**config.mk**
```make
export PLATFORM = sky130hd
export DESIGN_NAME = charram_dram_sequencer
export DESIGN_NICKNAME = d
export VERILOG_FILES = /design/src/rtl/charram_dram_sequencer.sv
export SDC_FILE = /design/constraint.sdc
export NUM_CORES = 1
export LEC_CHECK = 0
export ABC_CLOCK_PERIOD_IN_PS = 2090
export CORE_AREA = 3 3 82 84
export CTS_BUF_LIST = sky130_fd_sc_hd__clkbuf_8 sky130_fd_sc_hd__clkbuf_16
export DETAILED_ROUTE_END_ITERATION = 10
export DIE_AREA = 0 0 85 87
export HOLD_SLACK_MARGIN = 0.03
export PLACE_DENSITY_LB_ADDON = 0.1
export SKIP_LAST_GASP = 1
export SYNTH_ARGS = -nofsm -noshare
export SYNTH_HDL_FRONTEND = slang
export SYNTH_SLANG_ARGS = --single-unit
```
**constraint.sdc**
```tcl
create_clock -name i_MCLK -period 2.09 [get_ports i_MCLK]
set_input_delay 0.418 -clock i_MCLK [delete_from_list [all_inputs] [get_ports i_MCLK]]
set_output_delay 0.418 -clock i_MCLK [all_outputs]
set_load 0.03 [all_outputs]
```
**src/rtl/charram_dram_sequencer.sv**
```systemverilog
// Character-RAM DRAM sequencer: drives RAS/CAS/WR/RD and the multiplexed address of one
// 16Kx4 plane. Each 4-cycle slot goes to video (reserved slot 0 of the period), the CPU,
// or RAS-only refresh. Every output is registered.
module charram_dram_sequencer #(
  parameter int unsigned VID_SLOT_PERIOD = 2,
  parameter bit          REFRESH_EN      = 1'b1
) (
  input  logic        i_MCLK,
  input  logic        i_RST_n,
  input  logic        i_VID_EN,
  input  logic        i_VID_REQ,
  input  logic [13:0] i_VID_ADDR,
  output logic [3:0]  o_VID_DOUT,
  output logic        o_VID_VALID,
  input  logic        i_CPU_REQ,
  input  logic        i_CPU_WR,
  input  logic [13:0] i_CPU_ADDR,
  input  logic [3:0]  i_CPU_DIN,
  output logic [3:0]  o_CPU_DOUT,
  output logic        o_CPU_ACK,
  output logic [7:0]  o_ADDR,
  output logic [3:0]  o_DIN,
  input  logic [3:0]  i_DRAM_DOUT,
  output logic        o_RAS_n,
  output logic        o_CAS_n,
  output logic        o_WR_n,
  output logic        o_RD_n
);

  typedef enum logic [1:0] {StP0, StP1, StP2, StP3} phase_e;
  typedef enum logic [1:0] {OwnIdle, OwnRfsh, OwnVid, OwnCpu} owner_e;

  localparam logic [2:0] LastSlot = 3'(VID_SLOT_PERIOD - 1);

  phase_e      phase_q, phase_d;
  owner_e      own_q, own_d, own_tent;
  logic [2:0]  slot_q, slot_d;
  logic [7:0]  rfsh_q, rfsh_d;
  logic [13:0] acc_addr_q, acc_addr_d;
  logic        acc_wr_q, acc_wr_d;
  logic [3:0]  acc_din_q, acc_din_d;
  logic        cpu_busy_q, cpu_busy_d;
  logic        access;

  logic [7:0]  addr_d;
  logic [3:0]  din_d, vid_dout_d, cpu_dout_d;
  logic        ras_n_d, cas_n_d, wr_n_d, rd_n_d, vid_valid_d, cpu_ack_d;

  function automatic owner_e pick_owner(input logic vid_slot, input logic vid_en,
                                        input logic vid_req, input logic cpu_req);
    if (vid_slot && vid_en && vid_req) return OwnVid;
    else if (cpu_req)                  return OwnCpu;
    else if (REFRESH_EN)               return OwnRfsh;
    else                               return OwnIdle;
  endfunction

  // Next-state for phase/slot/ownership and the registered strobe/address/data outputs.
  always_comb begin
    phase_d    = phase_e'(phase_q + 2'd1);
    slot_d     = slot_q;
    own_d      = own_q;
    own_tent   = OwnIdle;
    rfsh_d     = rfsh_q;
    acc_addr_d = acc_addr_q;
    acc_wr_d   = acc_wr_q;
    acc_din_d  = acc_din_q;
    cpu_busy_d = cpu_busy_q;
    vid_dout_d = o_VID_DOUT;
    cpu_dout_d = o_CPU_DOUT;
    vid_valid_d = 1'b0;
    cpu_ack_d   = 1'b0;
    ras_n_d     = 1'b1;
    cas_n_d     = 1'b1;
    wr_n_d      = 1'b1;
    rd_n_d      = 1'b1;
    addr_d      = o_ADDR;

    // The request line stays high through the ack cycle; it only counts again afterwards.
    if (o_CPU_ACK) cpu_busy_d = 1'b0;

    unique case (phase_q)
      StP0: begin
        // Retire the previous slot: its read data is on the DRAM pins during this P0.
        if (own_q == OwnVid) begin
          vid_dout_d  = i_DRAM_DOUT;
          vid_valid_d = 1'b1;
        end
        if (own_q == OwnCpu) begin
          cpu_ack_d = 1'b1;
          if (!acc_wr_q) cpu_dout_d = i_DRAM_DOUT;
        end
        own_d = pick_owner(slot_q == 3'd0, i_VID_EN, i_VID_REQ, i_CPU_REQ && !cpu_busy_q);
        if (own_d == OwnVid) begin
          acc_addr_d = i_VID_ADDR;
          acc_wr_d   = 1'b0;
          acc_din_d  = 4'h0;
        end else if (own_d == OwnCpu) begin
          acc_addr_d = i_CPU_ADDR;
          acc_wr_d   = i_CPU_WR;
          acc_din_d  = i_CPU_DIN;
          cpu_busy_d = 1'b1;
        end
      end
      StP3: begin
        slot_d = (slot_q == LastSlot) ? 3'd0 : slot_q + 3'd1;
        if (own_q == OwnRfsh) rfsh_d = rfsh_q + 8'd1;
      end
      default: ;
    endcase

    access = (own_d == OwnVid) || (own_d == OwnCpu);
    din_d  = (phase_d != StP0 && own_d == OwnCpu && acc_wr_d) ? acc_din_d : 4'h0;

    unique case (phase_d)
      StP0: begin
        // Precharge: present the row of whoever would win the coming slot right now.
        own_tent = pick_owner(slot_d == 3'd0, i_VID_EN, i_VID_REQ, i_CPU_REQ && !cpu_busy_q);
        if (own_tent == OwnVid)      addr_d = i_VID_ADDR[7:0];
        else if (own_tent == OwnCpu) addr_d = i_CPU_ADDR[7:0];
        else                         addr_d = rfsh_d;
      end
      StP1: begin
        ras_n_d = (own_d == OwnIdle);
        addr_d  = access ? acc_addr_d[7:0] : rfsh_q;
      end
      StP2: begin
        ras_n_d = (own_d == OwnIdle);
        cas_n_d = !access;
        addr_d  = access ? {1'b0, acc_addr_d[13:8], 1'b0} : rfsh_q;
      end
      StP3: begin
        ras_n_d = (own_d == OwnIdle);
        cas_n_d = !access;
        rd_n_d  = !(access && !acc_wr_d);
        wr_n_d  = !(access && acc_wr_d);
        addr_d  = access ? {1'b0, acc_addr_d[13:8], 1'b0} : rfsh_q;
      end
    endcase
  end

  // State and output registers; reset abandons any in-flight access without an ack.
  always_ff @(posedge i_MCLK or negedge i_RST_n) begin
    if (!i_RST_n) begin
      phase_q     <= StP0;
      own_q       <= OwnIdle;
      slot_q      <= 3'd0;
      rfsh_q      <= 8'd0;
      acc_addr_q  <= 14'd0;
      acc_wr_q    <= 1'b0;
      acc_din_q   <= 4'h0;
      cpu_busy_q  <= 1'b0;
      o_RAS_n     <= 1'b1;
      o_CAS_n     <= 1'b1;
      o_WR_n      <= 1'b1;
      o_RD_n      <= 1'b1;
      o_ADDR      <= 8'd0;
      o_DIN       <= 4'h0;
      o_VID_DOUT  <= 4'h0;
      o_VID_VALID <= 1'b0;
      o_CPU_DOUT  <= 4'h0;
      o_CPU_ACK   <= 1'b0;
    end else begin
      phase_q     <= phase_d;
      own_q       <= own_d;
      slot_q      <= slot_d;
      rfsh_q      <= rfsh_d;
      acc_addr_q  <= acc_addr_d;
      acc_wr_q    <= acc_wr_d;
      acc_din_q   <= acc_din_d;
      cpu_busy_q  <= cpu_busy_d;
      o_RAS_n     <= ras_n_d;
      o_CAS_n     <= cas_n_d;
      o_WR_n      <= wr_n_d;
      o_RD_n      <= rd_n_d;
      o_ADDR      <= addr_d;
      o_DIN       <= din_d;
      o_VID_DOUT  <= vid_dout_d;
      o_VID_VALID <= vid_valid_d;
      o_CPU_DOUT  <= cpu_dout_d;
      o_CPU_ACK   <= cpu_ack_d;
    end
  end

endmodule

```
==> summary.md, run 1 <==
| Metric | Value |
|---|---|
| Initial antenna violation count | 0 |
| Final Cell Area | 3780 sq um |
| Yosys top cell area share | between 40 and 50% |
| Setup-failing EPs final | 0 |
| VDD IR max | about 0.00046 V |
| Synth area leader | dfrtp_1 |
| Post-Syn Area per Cell | approximately 11 sq um |
| Area growth syn-to-layout | 43.0% |
| Commonest cells after routing, fill and taps aside | 64 x clkdlybuf4s50_1, 49 x dfrtp_1, 32 x buf_4 |
| TNS Setup | 0 ps |
| GR Overflow Total | 0 |
| DR pass1 iterations | 4 |
| Die Footprint | between 7000 and 8000 sq um |
| Post-synthesis sequential area ratio | approximately 50% |
| Minimum clock period | between 1500 and 2000 ps |
| Synthesis-stage register bit count | between 50 and 60 |
| Vias in the first global route | roughly 2300 |
| Gate Count Post-Synth | approximately 250 |
| Leading cell type in the layout, fill and taps excluded | clkdlybuf4s50_1 |
| Overall die width | around 85 um |
| Total Wirelength | ~7000 um |
| Unrepaired setup endpoints after global routing | false |
| Arrival time worst endpoint | between 2000 and 2500 ps |
| CP Class | input port to flop |
| Synthesis Warnings | 0 |
| Critical path's most frequent cell | buf_4 |
| Max-capacitance violation count | 0 |
| Vias after detailed routing | roughly 2300 |
| Setup slack at placement | -328 ps |
| CTS tree | built |
| DRC viols | 0 |
| Slack of the critical path | 127 ps |
| Routability Congestion | 0.774 |
| Fin Hold WS | about 78 ps |
| Sink Count | 53 |
| CP cell instances | clkdlybuf4s50_1 -> nor2b_1 -> a211oi_4 -> buf_4 -> a21o_4 -> buf_4 -> a211oi_1 -> a31oi_1 |
| Die Y | roughly 87 um |
| Post-Place Cells | about 400 |
| CTS H-tree depth | 2 |
| Pin count of the biggest net entering global routing | 54 |
| Global Route Usage Sum | 19.6% |
| Core area | roughly 6000 sq um |
| Min-delay worst type | input port to async pin |
| Filler cell count | between 500 and 600 |
| Syn Nets | 298 |
| Cell Area, Placed | 3580 sq um |
| IO Pins | roughly 70 |
| Hold buffer count at cts | 0 |
| Initial Utilization | 44.2% |
| Critical path launch point type | input port |
| Worst EP required | ~2200 ps |
| Row count | 28 |
| Synth area leaders | dfrtp_1 46%, nor2_1 4.1%, dfstp_2 4.0% |
| CP top delay family | buffers and inverters |
| Layout cells sized above 1 | roughly a fifth |
| Synth unique cells | 53 |
| Diode count | 0 |
| Slew HR | around 43% |
| Antenna viol nets, final | 0 |
| Crit-path max FO | 5 |
| Max stage delay cell, worst path | clkdlybuf4s50_1 |
| Maximum buffer depth of the clock tree | 2 |
| Layout Cells excl Fill | 420 |
| Nature of the critical path endpoint | flop |
| Measured slew at the worst slew-check pin | 853 ps |
| Vias/cell | about 5.4 |
| # nets final | between 300 and 400 |
| Fmax achieved | ~0.51 GHz |
| Fin. Hold Viols | 0 |
| Status | complete, no violations |
| DRT iter0 DRCs | 228 |
| Clock skew | 8.11 ps |
| First-pass GRT wire length | ~11000 um |
| Asr flop ratio synth | between 90% and 100% |
| Port buffer count | 67 |
| P_leak | roughly 0.0017 uW |
| Post-Syn Area | 2650 sq um |
| Root buffer cell | clkbuf_8 |
| Final Cycle Share | a little over nine tenths |
| Final Slew Violations | 0 |
| Peak per-stage delay on the critical path | about 470 ps |
| Drt wl/cell | 16.7 um |
| Synth Flop Type | dfrtp_1 |
| Clock latency on the worst-skew pair | ~310 ps |
| Hpwl dp | 5080 um |
| Pwr dens | between 800 and 900 nW/um^2 |
| Post-synth EDFFs | 0 |
| Clock slew at reported path FFs | 100 ps |
| Bufs and invs on worst path | 3 |
| CTS buffer count | 5 |
-- stage by stage --
| stage | total power, uW | utilization, % |
|---|---|---|
| 2_1_floorplan | 1870 | - |
| 3_3_place_gp | 2290 | 59.8 |
| 3_5_place_dp | 2320 | 59.8 |
| 4_1_cts | 3030 | 61.7 |
| 5_1_grt | 3200 | 63.1 |
| 6_report | 3040 | 63.1 |
-- state kept, by name, summed over array words and instances (netlist names) --
register and count:
o_CPU_ACK 1, acc_din_q 4, own_q 2, acc_addr_q 6, o_DIN 4, o_WR_n 1, o_VID_VALID 1, cpu_busy_q 1
o_CAS_n 1, o_RAS_n 1, o_ADDR 8, rfsh_q 8, o_RD_n 1, o_CPU_DOUT 4, acc_wr_q 1, o_VID_DOUT 4
slot_q 3, phase_q 2
-- final timing paths --
check	start	end	slack [ps]	cells past startpoint
max	i_CPU_REQ	o_ADDR[7]$_DFF_PN0_	130	8
min	i_RST_n	rfsh_q[6]$_DFF_PN0_	80	2
max reg2reg	phase_q[0]$_DFF_PN0_	o_RD_n$_DFF_PN1_	140	7
min reg2reg	acc_din_q[1]$_DFF_PN0_	acc_din_q[1]$_DFF_PN0_	490	1
max in group asynchronous	i_RST_n	o_RAS_n$_DFF_PN1_	1710	2
min in group i_MCLK	acc_din_q[1]$_DFF_PN0_	acc_din_q[1]$_DFF_PN0_	490	1
-- cell usage after synthesis (all sizes together), types with 2 or more instances --
| cell type | n |
|---|---|
| nand2b | 4 |
| a211o | 5 |
| xnor2 | 4 |
| inv | 8 |
| nor2 | 29 |
| a21oi | 13 |
| dfstp | 4 |
| o21ai | 7 |
| a2111oi | 5 |
| buf | 7 |
| dfrtp | 49 |
| and3 | 4 |
| ha | 5 |
| nand3 | 13 |
| a211oi | 3 |
| nor2b | 2 |
| nand2 | 13 |
| a22oi | 2 |
| o22ai | 8 |
| and2 | 4 |
| xor2 | 5 |
| nor3 | 4 |
| o211ai | 2 |
| mux2 | 9 |
| o311a | 3 |
| a32o | 5 |
| a31oi | 3 |
| clkbuf | 8 |
| nand3b | 2 |
| a311oi | 3 |
-- logic make-up (layout without fill, tap and decap cells) --
logic type / after synthesis / after routing / synth area share, %
adder cells (fa/ha/maj): 5 / 5 / 2.37
XOR/XNOR: 9 / 9 / 2.98
flip-flops: 53 / 53 / 50.3
AND/OR/NAND/NOR: 86 / 86 / 16.7
buffers and inverters: 23 / 117 / 3.97
multiplexers: 9 / 9 / 3.83
AO/OA/AOI/OAI: 66 / 66 / 19.8
-- routing by layer --
layer / global-route usage (%) / vias to the layer above / routed length (um)
li1: - / 1105 / -
met1: 26.2 / 1120 / 3130
met2: 32.6 / 55 / 3440
met3: 3.78 / 6 / 358
met4: 5.18 / 0 / 65
met5: 0 / - / 0
-- report_power, final --
group	switching (uW)	internal [uW]	leakage [uW]
clock	354	355	0.0000595
sequential	127	1210	0.000650
combinational	505	492	0.000943
-- final cells by class --
class | count | area, sq um | area share, %
multi-input combinational | 175 | 1270 | 33.7
inverter | 8 | 30.0 | 0.794
clock buffer | 5 | 68.8 | 1.82
clock inverter | 3 | 42.5 | 1.13
timing repair buffer | 101 | 942 | 24.9
tap | 75 | 93.8 | 2.48
sequential | 53 | 1330 | 35.2
-- what timing repair did --
item,4_1_cts,5_1_grt
endpoints found under the setup margin,1,11
gates resized for setup,1,19
buffers inserted,0,2
pin swaps,0,6
Note: power is estimated with default switching activity, not from simulation.
==> run 2: changes to the inputs <==
--- a/config.mk
+++ b/config.mk
@@ -5,12 +5,11 @@
 export SDC_FILE = /design/constraint.sdc
 export NUM_CORES = 1
 export LEC_CHECK = 0
-export ABC_CLOCK_PERIOD_IN_PS = 2090
+export ABC_CLOCK_PERIOD_IN_PS = 1600
 export CORE_AREA = 3 3 82 84
 export CTS_BUF_LIST = sky130_fd_sc_hd__clkbuf_8 sky130_fd_sc_hd__clkbuf_16
 export DETAILED_ROUTE_END_ITERATION = 10
 export DIE_AREA = 0 0 85 87
-export HOLD_SLACK_MARGIN = 0.03
 export PLACE_DENSITY_LB_ADDON = 0.1
 export SKIP_LAST_GASP = 1
 export SYNTH_ARGS = -nofsm -noshare
==> constraint.sdc (replaced) <==
create_clock -name i_MCLK -period 1.6 [get_ports i_MCLK]
set_input_delay 0.32 -clock i_MCLK [delete_from_list [all_inputs] [get_ports i_MCLK]]
set_output_delay 0.32 -clock i_MCLK [all_outputs]
set_load 0.03 [all_outputs]
==> summary.md, run 2 (synthesis gave the netlist of run 1 again) <==
| Metric | Value |
|---|---|
| Status | complete, but fails checks |
| Failing checks | negative setup slack |
| First-pass GRT wire length | 12400 um (+8.3%) |
| Clock slew at reported path FFs | 110 ps (about the same) |
| Overall die width | 85 um (unchanged) |
| # nets final | 430 (+10%) |
| Bufs and invs on worst path | 3 (unchanged) |
| DR pass1 iterations | 4 (unchanged) |
| Slew HR | 77.3% (+34 points) |
| CP cell instances | buf_6 -> inv_4 -> ha_4 -> nor2_2 -> or3b_1 -> buf_6 -> a211o_1 -> a22oi_1 |
| Pwr dens | 964 nW/um^2 (+20%) |
| Initial Utilization | 44.2% (unchanged) |
| Max-capacitance violation count | 0 (unchanged) |
| Slack of the critical path | -327 ps (-454 ps) |
| Fmax achieved | 0.519 GHz |
| Root buffer cell | clkbuf_8 |
| CTS buffer count | 5 (unchanged) |
| IO Pins | 68 (unchanged) |
| R2R setup slack | -330 ps (-470 ps) |
| CTS H-tree depth | 2 (unchanged) |
| Layout cells sized above 1 | 37.0% (+16 points) |
| Antenna viol nets, final | 0 (unchanged) |
| Final Cycle Share | 120% |
| Area growth syn-to-layout | 63.6% |
| Global Route Usage Sum | 21.2% (+1.6 points) |
| Core area | 5990 sq um (unchanged) |
| Worst EP required | 1840 ps (-400 ps) |
| Setup-failing EPs final | 31 (+31) |
| Top Usage Layer GRT | met2 |
| Leading cell type in the layout, fill and taps excluded | buf_4 |
| Diode count | 0 (unchanged) |
| Drt wl/cell | 17.3 um (+3.6%) |
| Die Y | 87 um (unchanged) |
| Vias after detailed routing | 2505 (+9.6%) |
| Hpwl dp | 5490 um (+8.2%) |
| Top Registers | o_ADDR: 8 flops, rfsh_q: 8 flops, acc_addr_q: 6 flops |
| Layout Cells excl Fill | 459 (+9.3%) |
| M2 GR Usage | 35.0% (+2.3 points) |
| Min-delay worst type | flop to flop |
| Critical path launch point type | flop |
| Arrival time worst endpoint | 2170 ps (+60 ps) |
| Peak per-stage delay on the critical path | 440 ps (-30 ps) |
| VDD IR max | 0.000774 V (+68%) |
| DRT iter0 DRCs | 178 (-22%) |
| Vias/cell | 5.46 (+0.27%) |
| Vias in the first global route | 2521 (+8.5%) |
| Initial antenna violation count | 0 (unchanged) |
| Multi-input combinational cell area | 1500 sq um (+18%) |
| CP top delay family | flip-flops |
| Final Slew Violations | 0 (unchanged) |
| Minimum clock period | 1930 ps |
| Critical path's most frequent cell | buf_6 |
| GR Overflow Total | 0 (unchanged) |
| Routability Congestion | 0.858 (+11%) |
| Max stage delay cell, worst path | dfrtp_1 |
| Crit-path max FO | 7 (+2) |
| TNS Setup | -4640 ps (-4640 ps) |
| Nature of the critical path endpoint | flop |
| Clock latency on the worst-skew pair | 320 ps (about the same) |
| Commonest cells after routing, fill and taps aside | 58 x buf_4, 49 x dfrtp_1, 38 x clkdlybuf4s50_1 |
| Post-Place Cells | 438 (+6.8%) |
| Die Footprint | 7400 sq um (unchanged) |
| Fin. Hold Viols | 0 (unchanged) |
| Clock skew | 11.6 ps (+3.49 ps) |
| Flip-flop and latch area | 1330 sq um (unchanged) |
| Row count | 28 (unchanged) |
| Maximum buffer depth of the clock tree | 2 (unchanged) |
| CTS tree | built |
| Unrepaired setup endpoints after global routing | true |
| Total Wirelength | 7920 um (+13%) |
| Met1 Use GR | 27.7% (+1.5 points) |
| P_leak | 0.00195 uW (+18%) |
| CP Class | flop to flop |
| Port buffer count | 67 (unchanged) |
| Sink Count | 53 (unchanged) |
| Filler cell count | 452 (-13%) |
| Pin count of the biggest net entering global routing | 54 (unchanged) |
| DRC viols | 0 (unchanged) |
| Measured slew at the worst slew-check pin | 340 ps (-513 ps) |
| Met3 Track Usage GR | 3.97% (+0.19 points) |
## run 2: cell count changes in the layout (fill, tap and decap cells not counted), moves of 5 or more
cell / delta
dlygate4sd2_1: +27
buf_4: +26
clkdlybuf4s50_1: -26
buf_6: +10
nor2_1: -9
nor2_2: +5
## run 2: layer usage
layer	vias up	wire length [um]	share of wire, %
met2	97	3970	50
met1	1205	3190	40
li1	1185	-	-
met3	18	557	7.0
met5	-	0	0
met4	0	202	2.5
## run 2: area by class of cell
type | count | area share, %
multi-input combinational | 175 | 34.6
sequential | 53 | 30.8
tap | 75 | 2.17
clock buffer | 5 | 1.59
inverter | 8 | 0.810
timing repair buffer | 140 | 29.0
clock inverter | 3 | 1.01
## run 2: worst paths after layout
kind | startpoint | endpoint | cells after the start
worst max-delay path | phase_q[0]$_DFF_PN0_ | o_ADDR[1]$_DFF_PN0_ | 8
worst min-delay path | o_CPU_ACK$_DFF_PN0_ | cpu_busy_q$_DFF_PN0_ | 1
worst max register to register | phase_q[0]$_DFF_PN0_ | o_ADDR[1]$_DFF_PN0_ | 8
worst min register to register | o_CPU_ACK$_DFF_PN0_ | cpu_busy_q$_DFF_PN0_ | 1
max in group asynchronous | i_RST_n | o_CAS_n$_DFF_PN1_ | 3
min in group asynchronous | i_RST_n | o_ADDR[6]$_DFF_PN0_ | 3
## run 2: repair_timing
item                                   4_1_cts  5_1_grt
hold buffers                                 1        0
pin swaps                                    7       15
buffers inserted                             9        6
endpoints found under the hold margin       10        0
setup endpoints to repair                   59       39
cloned                                       0        0
resized for setup                           55       42
## run 2: through the flow
stage | instance area [sq um] | util (%) | hold slack [ps] | setup slack, ps | total power [uW]
CTS | 4120 | 68.7 | 489 | -316 | 4060
global route | 4330 | 72.2 | 513 | -399 | 4370
floorplan | 2690 | - | 24.4 | -177 | 2450
detailed placement | 3830 | 63.9 | 334 | -678 | 3160
finish | 4330 | 72.2 | 488 | -327 | 4170
global placement | 3830 | 63.9 | 334 | -635 | 3130
## run 2: report_power, final
part	internal, uW	total, uW	switching (uW)
sequential	1580	1700	128
combinational	733	1520	792
clock	470	942	472
